### config.mk
export PLATFORM = sky130hd
export DESIGN_NAME = adc_sample_fifo
export DESIGN_NICKNAME = d
export VERILOG_FILES = /design/src/rtl/adc_sample_fifo.sv
export SDC_FILE = /design/constraint.sdc
export NUM_CORES = 1
export LEC_CHECK = 0
export ABC_AREA = 1
export BUFFER_PORTS_ARGS = -buffer_cell sky130_fd_sc_hd__buf_2
export CORE_UTILIZATION = 26
export DETAILED_ROUTE_END_ITERATION = 16
export PLACE_DENSITY = 0.5
export RECOVER_POWER = 100
export SLEW_MARGIN = 20
export SYNTH_ARGS = -nofsm -noshare
export SYNTH_HDL_FRONTEND = slang
export SYNTH_SLANG_ARGS = --single-unit
### constraint.sdc
create_clock -name Clk -period 2.98 [get_ports Clk]
set_input_delay 0.298 -clock Clk [delete_from_list [all_inputs] [get_ports Clk]]
set_output_delay 0.298 -clock Clk [all_outputs]
set_load 0.02 [all_outputs]
### src/rtl/adc_sample_fifo.sv
// adc_sample_fifo
// Captures the ADC conversion result at the end of every RD low window and
// queues it in a small show-ahead FIFO. The consumer drains it via valid/ready.
// Fill level, a sticky overflow flag and a capture counter are exported for debug.
module adc_sample_fifo #(
  parameter int DATA_W = 8,
  parameter int DEPTH  = 16,
  parameter int AW     = 4
) (
  input  logic              Clk,
  input  logic              Rst,
  input  logic              CS,
  input  logic              RD,
  input  logic [DATA_W-1:0] D,
  input  logic              enable,
  input  logic              clr_ovf,
  input  logic              m_ready,
  output logic              m_valid,
  output logic [DATA_W-1:0] m_data,
  output logic [AW:0]       level,
  output logic              overflow,
  output logic [15:0]       sample_count
);

  localparam logic [AW:0] FULL_LEVEL = (AW + 1)'(DEPTH);
  localparam logic [AW:0] ONE_LEVEL  = (AW + 1)'(1);

  // Strobe tracking: delayed RD and the data latched during the RD-low window
  logic              rd_q_reg;
  logic [DATA_W-1:0] d_q_reg;
  logic [DATA_W-1:0] d_q_next;

  // FIFO state
  logic [DATA_W-1:0] mem [DEPTH];
  logic [AW-1:0]     wr_ptr_reg;
  logic [AW-1:0]     wr_ptr_next;
  logic [AW-1:0]     rd_ptr_reg;
  logic [AW-1:0]     rd_ptr_next;
  logic [AW-1:0]     rd_ptr_plus1;
  logic [AW:0]       level_reg;
  logic [AW:0]       level_next;
  logic [DATA_W-1:0] m_data_reg;
  logic [DATA_W-1:0] m_data_next;
  logic              overflow_reg;
  logic              overflow_next;
  logic [15:0]       count_reg;
  logic [15:0]       count_next;

  // Event decode
  logic cap;
  logic full;
  logic empty;
  logic pop;
  logic push_ok;
  logic drop;

  assign full    = (level_reg == FULL_LEVEL);
  assign empty   = (level_reg == '0);
  // Rising edge of RD while the chip is selected ends a conversion read
  assign cap     = ~rd_q_reg & RD & ~CS & enable;
  assign pop     = ~empty & m_ready;
  // A full FIFO still accepts a sample when a slot frees in the same cycle
  assign push_ok = cap & (~full | pop);
  assign drop    = cap & full & ~pop;

  assign rd_ptr_plus1 = rd_ptr_reg + AW'(1);

  // Next-state logic for pointers, level, head register, flags and counter
  always_comb begin
    d_q_next      = d_q_reg;
    wr_ptr_next   = wr_ptr_reg;
    rd_ptr_next   = rd_ptr_reg;
    level_next    = level_reg;
    m_data_next   = m_data_reg;
    overflow_next = overflow_reg;
    count_next    = count_reg;

    // Track D for as long as the read strobe is active, so the last RD-low
    // cycle's value is what gets captured
    if (!RD && !CS) begin
      d_q_next = D;
    end

    if (push_ok) begin
      wr_ptr_next = wr_ptr_reg + AW'(1);
    end
    if (pop) begin
      rd_ptr_next = rd_ptr_plus1;
    end

    case ({push_ok, pop})
      2'b10:   level_next = level_reg + ONE_LEVEL;
      2'b01:   level_next = level_reg - ONE_LEVEL;
      default: level_next = level_reg;
    endcase

    // Show-ahead head register: reload with the following entry on pop; when
    // the only entry leaves while a new one arrives, the new sample is not in
    // memory yet, so forward it directly
    if (pop) begin
      if (level_reg > ONE_LEVEL) begin
        m_data_next = mem[rd_ptr_plus1];
      end else if (push_ok) begin
        m_data_next = d_q_reg;
      end
    end else if (push_ok && empty) begin
      m_data_next = d_q_reg;
    end

    // Set has priority over clear so a drop is never lost
    if (drop) begin
      overflow_next = 1'b1;
    end else if (clr_ovf) begin
      overflow_next = 1'b0;
    end

    // Counts every capture event, accepted or dropped; wraps naturally
    if (cap) begin
      count_next = count_reg + 16'd1;
    end
  end

  // State registers with asynchronous active-low reset
  always_ff @(posedge Clk or negedge Rst) begin
    if (!Rst) begin
      rd_q_reg     <= 1'b1;
      d_q_reg      <= '0;
      wr_ptr_reg   <= '0;
      rd_ptr_reg   <= '0;
      level_reg    <= '0;
      m_data_reg   <= '0;
      overflow_reg <= 1'b0;
      count_reg    <= '0;
    end else begin
      rd_q_reg     <= RD;
      d_q_reg      <= d_q_next;
      wr_ptr_reg   <= wr_ptr_next;
      rd_ptr_reg   <= rd_ptr_next;
      level_reg    <= level_next;
      m_data_reg   <= m_data_next;
      overflow_reg <= overflow_next;
      count_reg    <= count_next;
    end
  end

  // Sample storage; contents are not reset
  always_ff @(posedge Clk) begin
    if (push_ok) begin
      mem[wr_ptr_reg] <= d_q_reg;
    end
  end

  assign m_valid      = ~empty;
  assign m_data       = m_data_reg;
  assign level        = level_reg;
  assign overflow     = overflow_reg;
  assign sample_count = count_reg;

endmodule

==> impl_metrics.yaml, run 1 <==
outcome:
  outcome: "complete, no violations"
clock_tree:
  clkTransAtPathRegs_ps: 60
  cts_tree: "yes"
  cts_buffers: 17
  cts-root-buf: "clkbuf_16"
  clock_path_buffers: 2
  clk_latency_ps: 430
  cts_setup_buffers: 0
  htreeDepth: 4
  clock-sinks: 175
drt:
  drt-total-wl_mm: 18.84
  drtPass1Iterations: 5
  post_drt_wl_per_cell_um: 15.02
  via_per_inst: 4.329
  ant_nets: 0
  via_count: 5428
  drt_first_iter_violations: 480
  drcViolationCount: 0
placement:
  dp_slack_ps: 535.7
  hpwl_mm: 12.44
  io_buffer_count: 45
  gp_congestion: 0.8161
floorplan:
  die-area_mm2: 0.03123
  core-area_mm2: 0.02980
  die_h_um: 176.7
  fp-row-count: 63
  pin_count: 46
  die_w_um: 176.7
  start_util_pct: 26.64
timing:
  setup_tns_ps: 0
  period_minus_slack_ps: 2425
  setup_viol: 0
  postLayoutSetupSlackWorst_ps: 554.9
  hold_viol_final: 0
  tightestPinTransition_ps: 1476
  period_share_pct: 81.38
  finalMaxSlewViolations: 0
  slew_headroom_pct: 1.568
  rsz0062_at_grt: "no"
  max_freq_ghz: 0.4123
  skew_ps: 15.80
grt:
  globalRouteOverflowTotal: 0
  grt_pass1_wl_mm: 29.72
  track_usage_pct: 12.62
  grt_max_degree: 65
  grt_pass1_vias: 5224
  antenna_found_initial: 0
worst_setup_path:
  crit_slowest_cell: "clkbuf_1"
  required_ps: 3280
  worst-path-buf-inv: 6
  path_max_fanout: 18
  crit_type: "in2reg"
  end_kind: "flop"
  path_cells: "dlygate4sd3_1, clkbuf_1, nand2_1, nor3_4, clkbuf_1, inv_2, nand2_2, inv_1, nor2_4, inv_2, nand2_1, o21ai_1"
  critPathTopFamily: "buffers and inverters"
  crit_arrival_ps: 2730
  slowest_delay_ps: 630
  startpoint_type: "input port"
pwr:
  comb_power_share_pct: 37.0
  ir_drop_v: 0.0004748
  swShare_pct: 40.19
  seq_power_share_pct: 37.9
  power_density_mw_per_mm2: 930.5
  clockPowerShare_pct: 25.1
  p_switching_mw: 3.408
  leakage_nw: 3.823
  p_int_mw: 5.073
finish:
  nFillCells: 3165
  area_growth_pct: 14.85
  drive_gt1_share_pct: 7.986
  final_common_cell: "nand2_1"
  largest_reg_flops: 128
  final_cell_mix: "nand2_1 (271), edfxtp_1 (128), nand3_1 (99)"
  num-nets-final: 876
  antenna_cells: 0
  regMostFlops: "mem"
synthesis:
  yosys-top-cells-area: "edfxtp_1 (48%), dfrtp_1 (15%), nand2_1 (13%)"
  synth_cells: 800
  yosysTopAreaCellShare_pct: 48.43
  ys_types: 33
  syn_nets: 825
  ys_seq_elements: 175
  muxShareOfSynthArea_pct: 1.135
  yosysTopAreaCell: "edfxtp_1"
  async_flop_share_pct: 26.86
  synth_area_mm2: 0.007936
  post_synth.cell_area_avg_um2: 9.920
  yosys.area_share.adder_pct: 1.577
  synth_compound_area_share_pct: 1.135
  synth_flop_cell: "edfxtp_1"
  synth_edf_count: 128
  ys_warn_count: 0
  seq_area_frac_synth_pct: 63.27
  synth_top_family_by_area: "simple AND/OR/NAND/NOR gates"
  yosys.area_share.xor_xnor_pct: 3.106
  yosys.area_share.simple_pct: 23.51
flow_run:
  maxCapViolCount: 0
hold_path:
  hold_path.class: "in2reg"
[metal layers]
layer / wire length [um] / up-vias / global-route usage, %
met4: 288 / 0 / 4.705
li1: - / 2691 / -
met2: 9051 / 96 / 20.26
met1: 8965 / 2626 / 17.34
met3: 534 / 15 / 1.589
met5: 0 / - / 0
[kinds of logic after synthesis]
group,after synthesis
and+or+nand+nor,441
buffers and inverters,123
DFF,175
xor gates and xnor gates,26
adders and majority gates,10
AOI/OAI and AO/OA,17
muxes,8
[metrics by stage]
stage	utilization, %	power, mW	hold WS [ps]	cells	area [um^2]
final	30.59	8.481	73.59	1254	9115
after global routing	30.59	9.064	67.69	1254	9115
after detailed placement	28.87	6.483	357.6	1220	8603
after CTS	30.84	8.619	63.19	1254	9190
after global placement	28.87	6.477	348.9	1220	8603
after floorplan	-	5.434	2.409	800	7936
[synth_stat cells, types with 2 or more instances]
library cell / instances
inv_2: 4
clkbuf_1: 6
o21ai_0: 11
inv_1: 91
nand2_1: 270
edfxtp_1: 128
nor2_4: 3
nand3_1: 98
o21ai_1: 3
buf_1: 3
nor3_1: 8
mux2_2: 8
dfrtp_1: 46
xor2_1: 20
xnor2_1: 5
buf_2: 14
ha_1: 10
nand4_1: 7
nand2_2: 2
buf_4: 3
nor2_1: 48
[cell type report]
type / count / area (um^2) / share of cell area, %
Sequential cell: 175 / 5022 / 55.10
Timing Repair Buffer: 59 / 276.5 / 3.034
Clock inverter: 7 / 47.55 / 0.5216
Multi-Input combinational cell: 502 / 2401 / 26.34
Tap cell: 390 / 488.0 / 5.353
Inverter: 96 / 360.3 / 3.953
Clock buffer: 25 / 519.2 / 5.697
[power groups by stage]
stage	Clock, mW	Combinational [mW]	Sequential (mW)
global route	2.25	3.55	3.26
floorplan	0	2.16	3.28
finish	2.13	3.14	3.22
CTS	2.17	3.22	3.22
global placement	0	3.21	3.27
detailed placement	0	3.21	3.27
[path summary, 6_finish.rpt]
path | cells after the start | start | slack, ps | end
min in group asynchronous | 2 | Rst | 770 | sample_count[3]
max in group asynchronous | 3 | Rst | 900 | d_q_reg[7]
worst max-delay path | 12 | RD | 550 | level[4]
worst max register to register | 8 | level[0] | 560 | mem[8][6]
worst min register to register | 2 | m_data[3] | 490 | m_data[3]
worst min-delay path | 2 | clr_ovf | 70 | overflow
[what timing repair did]
item | in CTS | in global routing
endpoints found under the hold margin | 24 | 0
hold buffers | 2 | 0
gates resized for setup | 0 | 0
Note: power is estimated with default switching activity, not from simulation.
==> run 2, diff against run 1 <==
--- a/config.mk
+++ b/config.mk
@@ -5,7 +5,7 @@
 export SDC_FILE = /design/constraint.sdc
 export NUM_CORES = 1
 export LEC_CHECK = 0
-export ABC_AREA = 1
+export ABC_AREA = 0
 export BUFFER_PORTS_ARGS = -buffer_cell sky130_fd_sc_hd__buf_2
 export CORE_UTILIZATION = 26
 export DETAILED_ROUTE_END_ITERATION = 16
==> constraint.sdc (replaced) <==
create_clock -name Clk -period 2.52 [get_ports Clk]
set_input_delay 0.252 -clock Clk [delete_from_list [all_inputs] [get_ports Clk]]
set_output_delay 0.252 -clock Clk [all_outputs]
set_load 0.02 [all_outputs]
==> run 2 against run 1 <==
The run now ends with hold timing left; sequential power increased by 17%; sequential cell count unchanged; setup slack got worse by 400 ps; critical path type is now reg2reg.
==> impl_metrics.yaml, run 2 <==
outcome:
  outcome: "finished, violations left"
  violations: "hold timing"
drt:
  drcViolationCount: 0
  wl_met3_um: 572
  via_per_inst: 4.465
  drtPass1Iterations: 4
  dr_wl_met2_mm: 8.389
  drt_first_iter_violations: 303
  post_drt_wl_per_cell_um: 18.51
  ant_nets: 0
  drt-met1-wl_mm: 7.812
  dr.max_layer_used: "met4"
  drt-total-wl_mm: 16.96
  via_count: 4090
clock_tree:
  clkTransAtPathRegs_ps: 70
  cts-root-buf: "clkbuf_16"
  htreeDepth: 4
  clk_latency_ps: 430
  clock_path_buffers: 2
  cts_buffers: 17
  cts_tree: "yes"
  ctsResizeCount: 0
  clock-sinks: 175
grt:
  globalRouteOverflowTotal: 0
  track_usage_pct: 12.72
  grt_pass1_wl_mm: 26.91
  grt_max_degree: 40
  antenna_found_initial: 0
  grt_pass1_vias: 4408
timing:
  hold_viol_final: 27
  slew_headroom_pct: 35.65
  postLayoutSetupSlackWorst_ps: 152.6
  period_minus_slack_ps: 2367
  rsz0062_at_grt: "no"
  skew_ps: 10.29
  tightestPinTransition_ps: 965.3
  finalMaxSlewViolations: 0
  setup_viol: 0
  setup_tns_ps: 0
  hold_slack_ps: -26.81
  max_freq_ghz: 0.4224
  period_share_pct: 93.94
floorplan:
  fp-row-count: 61
  start_util_pct: 26.55
  die_h_um: 170.9
  core-area_mm2: 0.02793
  pin_count: 46
  die-area_mm2: 0.02921
  die_w_um: 170.9
worst_setup_path:
  critPathTopFamily: "simple AND/OR/NAND/NOR gates"
  required_ps: 2830
  path_cells: "inv_1, ha_1, nor4b_4, inv_2, nand2_1, nor2_1, mux2_1, o221a_1"
  worst-path-stages: 8
  worst-path-buf-inv: 2
  crit_arrival_ps: 2680
  crit_type: "reg2reg"
  ff2ff_path_depth: 8
  slowest_delay_ps: 450
  startpoint_type: "flop"
  crit_slowest_cell: "dfrtp_1"
  path_max_fanout: 7
  end_kind: "flop"
pwr:
  power_density_mw_per_mm2: 1104
  ir_drop_v: 0.0005378
  clockPowerShare_pct: 26.3
  p_int_mw: 6.248
  seq_power_share_pct: 39.2
  p_switching_mw: 3.394
  leakage_nw: 3.032
  comb_power_share_pct: 34.6
  swShare_pct: 35.20
finish:
  regMostFlops: "mem"
  num-nets-final: 550
  nFillCells: 2822
  final_cell_mix: "edfxtp_1 (128), dfrtp_1 (45), clkbuf_1 (44)"
  largest_reg_flops: 128
  final_common_cell: "edfxtp_1"
  drive_gt1_share_pct: 24.54
  antenna_cells: 0
  area_growth_pct: 17.71
synthesis:
  syn_nets: 468
  synth_area_mm2: 0.007417
  post-synth-top-count-cell: "edfxtp_1"
  ys_types: 57
  synth_compound_area_share_pct: 5.213
  synth_top_family_by_area: "multiplexers"
  yosys.area_share.simple_pct: 8.418
  synth_common_cells: "edfxtp_1 (128), dfrtp_1 (46), mux4_2 (32)"
  yosys.area_share.xor_xnor_pct: 2.834
  yosysTopAreaCell: "edfxtp_1"
  yosysTopAreaCellShare_pct: 51.82
  yosys.area_share.adder_pct: 1.687
  muxShareOfSynthArea_pct: 12.21
  post_synth.cell_area_avg_um2: 16.74
  ys_warn_count: 0
  synth_flop_cell: "edfxtp_1"
  synth_edf_count: 128
  seq_area_frac_synth_pct: 67.70
  yosys-top-cells-area: "edfxtp_1 (52%), dfrtp_1 (16%), mux4_2 (9.7%)"
  ys_seq_elements: 175
  synth_cells: 443
  async_flop_share_pct: 26.86
placement:
  gp_congestion: 0.7775
  dp_slack_ps: 211.4
  io_buffer_count: 45
  hpwl_mm: 11.73
hold_path:
  hold_path.class: "in2async"
flow_run:
  maxCapViolCount: 0
## run 2: worst reg2reg max path, stage by stage (launching register included)
cell and delay (ps):
dfrtp_1 450, inv_1 150, ha_1 210, nor4b_4 360, inv_2 80, nand2_1 250, nor2_1 160, mux2_1 350
o221a_1 250
## run 2: what timing repair did
action	4_1_cts	5_1_grt
hold buffers	1	0
buffers inserted	0	0
endpoints found under the hold margin	1	0
## run 2: power groups by stage
stage	Sequential, mW	Combinational, mW	Clock (mW)
after floorplan	3.84	2.40	0
after global placement	3.83	3.41	0
after detailed placement	3.84	3.46	0
after CTS	3.78	3.47	2.59
after global routing	3.83	3.65	2.72
final	3.78	3.33	2.53
## run 2: final timing paths
| path | start | to | slack (ps) |
|---|---|---|---|
| max | level[0] | level[3] | 150 |
| min | Rst | sample_count[10] | -30 |
| max reg2reg | level[0] | level[3] | 150 |
| min reg2reg | sample_count[15] | sample_count[15] | 470 |
| max in group asynchronous | Rst | sample_count[15] | 1550 |
| min in group Clk | clr_ovf | overflow | 30 |
## run 2: area by class of cell
class	instances	area [um^2]	share of cell area, %
timing repair buffer	82	397.9	4.557
clock buffer	17	425.4	4.872
inverter	7	26.28	0.3009
clock inverter	15	147.6	1.691
tap	378	473.0	5.417
multi-input combinational	242	2238	25.64
sequential	175	5022	57.52
## run 2: per-layer routing
metal | vias up | GRT usage [%]
li1 | 1865 | -
met1 | 2131 | 16.96
met5 | - | 0
met2 | 82 | 21.06
met4 | 0 | 4.076
met3 | 12 | 2.151
## run 2: cell families (layout without fill, tap and decap cells)
family	Yosys count	count (layout)
AO/OA/AOI/OAI	46	46
XOR/XNOR	24	24
adder cells (fa/ha/maj)	10	10
buffers and inverters	26	121
flip-flops	175	175
multiplexers	49	49
AND/OR/NAND/NOR	113	113
## run 2: metrics by stage
stage	power (mW)	util, %	cell area (um^2)	cells
final	9.642	31.26	8731	916
after global routing	10.20	31.26	8731	916
after CTS	9.840	31.73	8865	916
after detailed placement	7.298	29.65	8282	883
after global placement	7.237	29.65	8282	883
after floorplan	6.243	-	7417	443
==> run 3, diff against run 2 <==
==> constraint.sdc (replaced) <==
create_clock -name Clk -period 2.4 [get_ports Clk]
set_input_delay 0.24 -clock Clk [delete_from_list [all_inputs] [get_ports Clk]]
set_output_delay 0.24 -clock Clk [all_outputs]
set_load 0.02 [all_outputs]
==> run 3 against run 2 <==
The flow now finishes without violations; non-clock buffer count rose by 3; clock power rose by 7%; sequential cell count did not move; combinational power rose by 5%; power rose by 5.5%; highest routed layer unchanged; count of clock-buffer cells in the layout did not move.
==> impl_metrics.yaml, run 3 (synthesized netlist as in run 2, its figures left out) <==
finish:
  nFillCells: 2784
  stdcell_count: 919
  final_common_cell: "edfxtp_1"
  final_cell_mix: "edfxtp_1 (128), dfrtp_1 (45), clkbuf_1 (41)"
  drive_gt1_share_pct: 25.51
  antenna_cells: 0
  largest_reg_flops: 128
  regMostFlops: "mem"
  area_growth_pct: 18.83
  num-nets-final: 553
pwr:
  seq_power_share_pct: 39.2
  p_int_mw: 6.577
  comb_power_share_pct: 34.2
  leakage_nw: 3.080
  power_density_mw_per_mm2: 1154
  ir_drop_v: 0.0006689
  p_switching_mw: 3.593
  clockPowerShare_pct: 26.6
  swShare_pct: 35.33
timing:
  skew_ps: 21.96
  finalMaxSlewViolations: 0
  period_share_pct: 92.61
  setup_tns_ps: 0
  slew_headroom_pct: 23.95
  setup_viol: 0
  period_minus_slack_ps: 2223
  rsz0062_at_grt: "no"
  hold_viol_final: 0
  max_freq_ghz: 0.4499
  tightestPinTransition_ps: 1141
drt:
  drcViolationCount: 0
  via_per_inst: 4.433
  drtPass1Iterations: 4
  drt_first_iter_violations: 293
  ant_nets: 0
  via_count: 4074
  drt-total-wl_mm: 16.66
  post_drt_wl_per_cell_um: 18.13
floorplan:
  die_w_um: 170.9
  core-area_mm2: 0.02793
  fp-row-count: 61
  die_h_um: 170.9
  start_util_pct: 26.55
  pin_count: 46
  die-area_mm2: 0.02921
placement:
  hpwl_mm: 11.95
  placed_cells: 884
  gp_congestion: 0.8066
  io_buffer_count: 45
worst_setup_path:
  crit_arrival_ps: 2320
  end_kind: "flop"
  required_ps: 2490
  path_max_fanout: 11
  startpoint_type: "flop"
  crit_type: "reg2reg"
grt:
  grt_max_degree: 42
  track_usage_pct: 12.21
  grt_pass1_wl_mm: 25.66
  grt_pass1_vias: 4314
  globalRouteOverflowTotal: 0
  antenna_found_initial: 1
outcome:
  outcome: "complete, no violations"
clock_tree:
  clock-sinks: 175
  clk_latency_ps: 430
  clkTransAtPathRegs_ps: 80
  cts_hold_buf: 3
  ctsResizeCount: 0
  cts_buffers: 17
  cts_tree: "yes"
  cts-root-buf: "clkbuf_16"
  cts_setup_buffers: 0
  htreeDepth: 4
  clock_path_buffers: 2
hold_path:
  hold_path.class: "in2reg"
flow_run:
  maxCapViolCount: 0
-- run 3: cell count changes in the layout (fill, tap and decap cells not counted), sizes merged --
cell         change
buf             +11
dlygate4sd3      +2
clkinvlp         -1
clkinv           -1
clkbuf          -10
inv              +2
-- run 3: area by class of cell --
cell class              count  area, um^2  share of cell area [%]
clock buffers              17       425.4                   4.827
clock inverters            15       163.9                   1.860
inverters                   7       26.28                  0.2981
multi-input cells         242        2253                   25.57
flip-flops and latches    175        5022                   56.98
well taps                 378       473.0                   5.366
repair buffers             85       449.2                   5.097
-- run 3: final timing paths --
path / from / end / slack (ps) / cells after the start
worst max-delay path: level[1] / mem[8][2] / 180 / 7
worst min-delay path: D[2] / d_q_reg[2] / 30 / 2
worst max register to register: level[1] / mem[8][2] / 180 / 7
worst min register to register: sample_count[15] / sample_count[15] / 480 / 1
max in group asynchronous: Rst / m_data[3] / 750 / 3
min in group asynchronous: Rst / d_q_reg[5] / 540 / 2
-- run 3: metrics by stage --
stage | power [mW] | hold WS [ps] | setup slack (ps) | instance area, um^2 | util, %
finish | 10.17 | 31.85 | 177.3 | 8813 | 31.55
global route | 10.68 | 13.67 | 17.88 | 8813 | 31.55
CTS | 10.39 | 17.27 | 150.2 | 8919 | 31.93
detailed placement | 7.669 | 380.6 | 170.2 | 8299 | 29.71
global placement | 7.583 | 372.9 | 222.3 | 8299 | 29.71
floorplan | 6.560 | -55.59 | -22.65 | 7427 | -
-- run 3: power by group through the flow --
stage	logic (mW)	registers (mW)	clock network, mW
after floorplan	2.53	4.03	0
after global placement	3.56	4.03	0
after detailed placement	3.61	4.05	0
after CTS	3.63	3.99	2.77
after global routing	3.77	4.04	2.86
final	3.48	3.99	2.70
-- run 3: metal layers --
metal | vias to the layer above | global-route usage, % | share of wire, %
met2 | 77 | 20.07 | 48
li1 | 1869 | - | -
met3 | 10 | 2.545 | 3.8
met1 | 2118 | 16.22 | 47
met5 | - | 0 | 0
met4 | 0 | 3.610 | 0.80
-- run 3: critical path, cell delays in order, from the launching register on --
cell and delay [ps]:
dfrtp_1 470, inv_1 140, ha_1 240, a31oi_1 240
buf_4 240, nand2_1 140, nor2_1 120, clkbuf_2 290
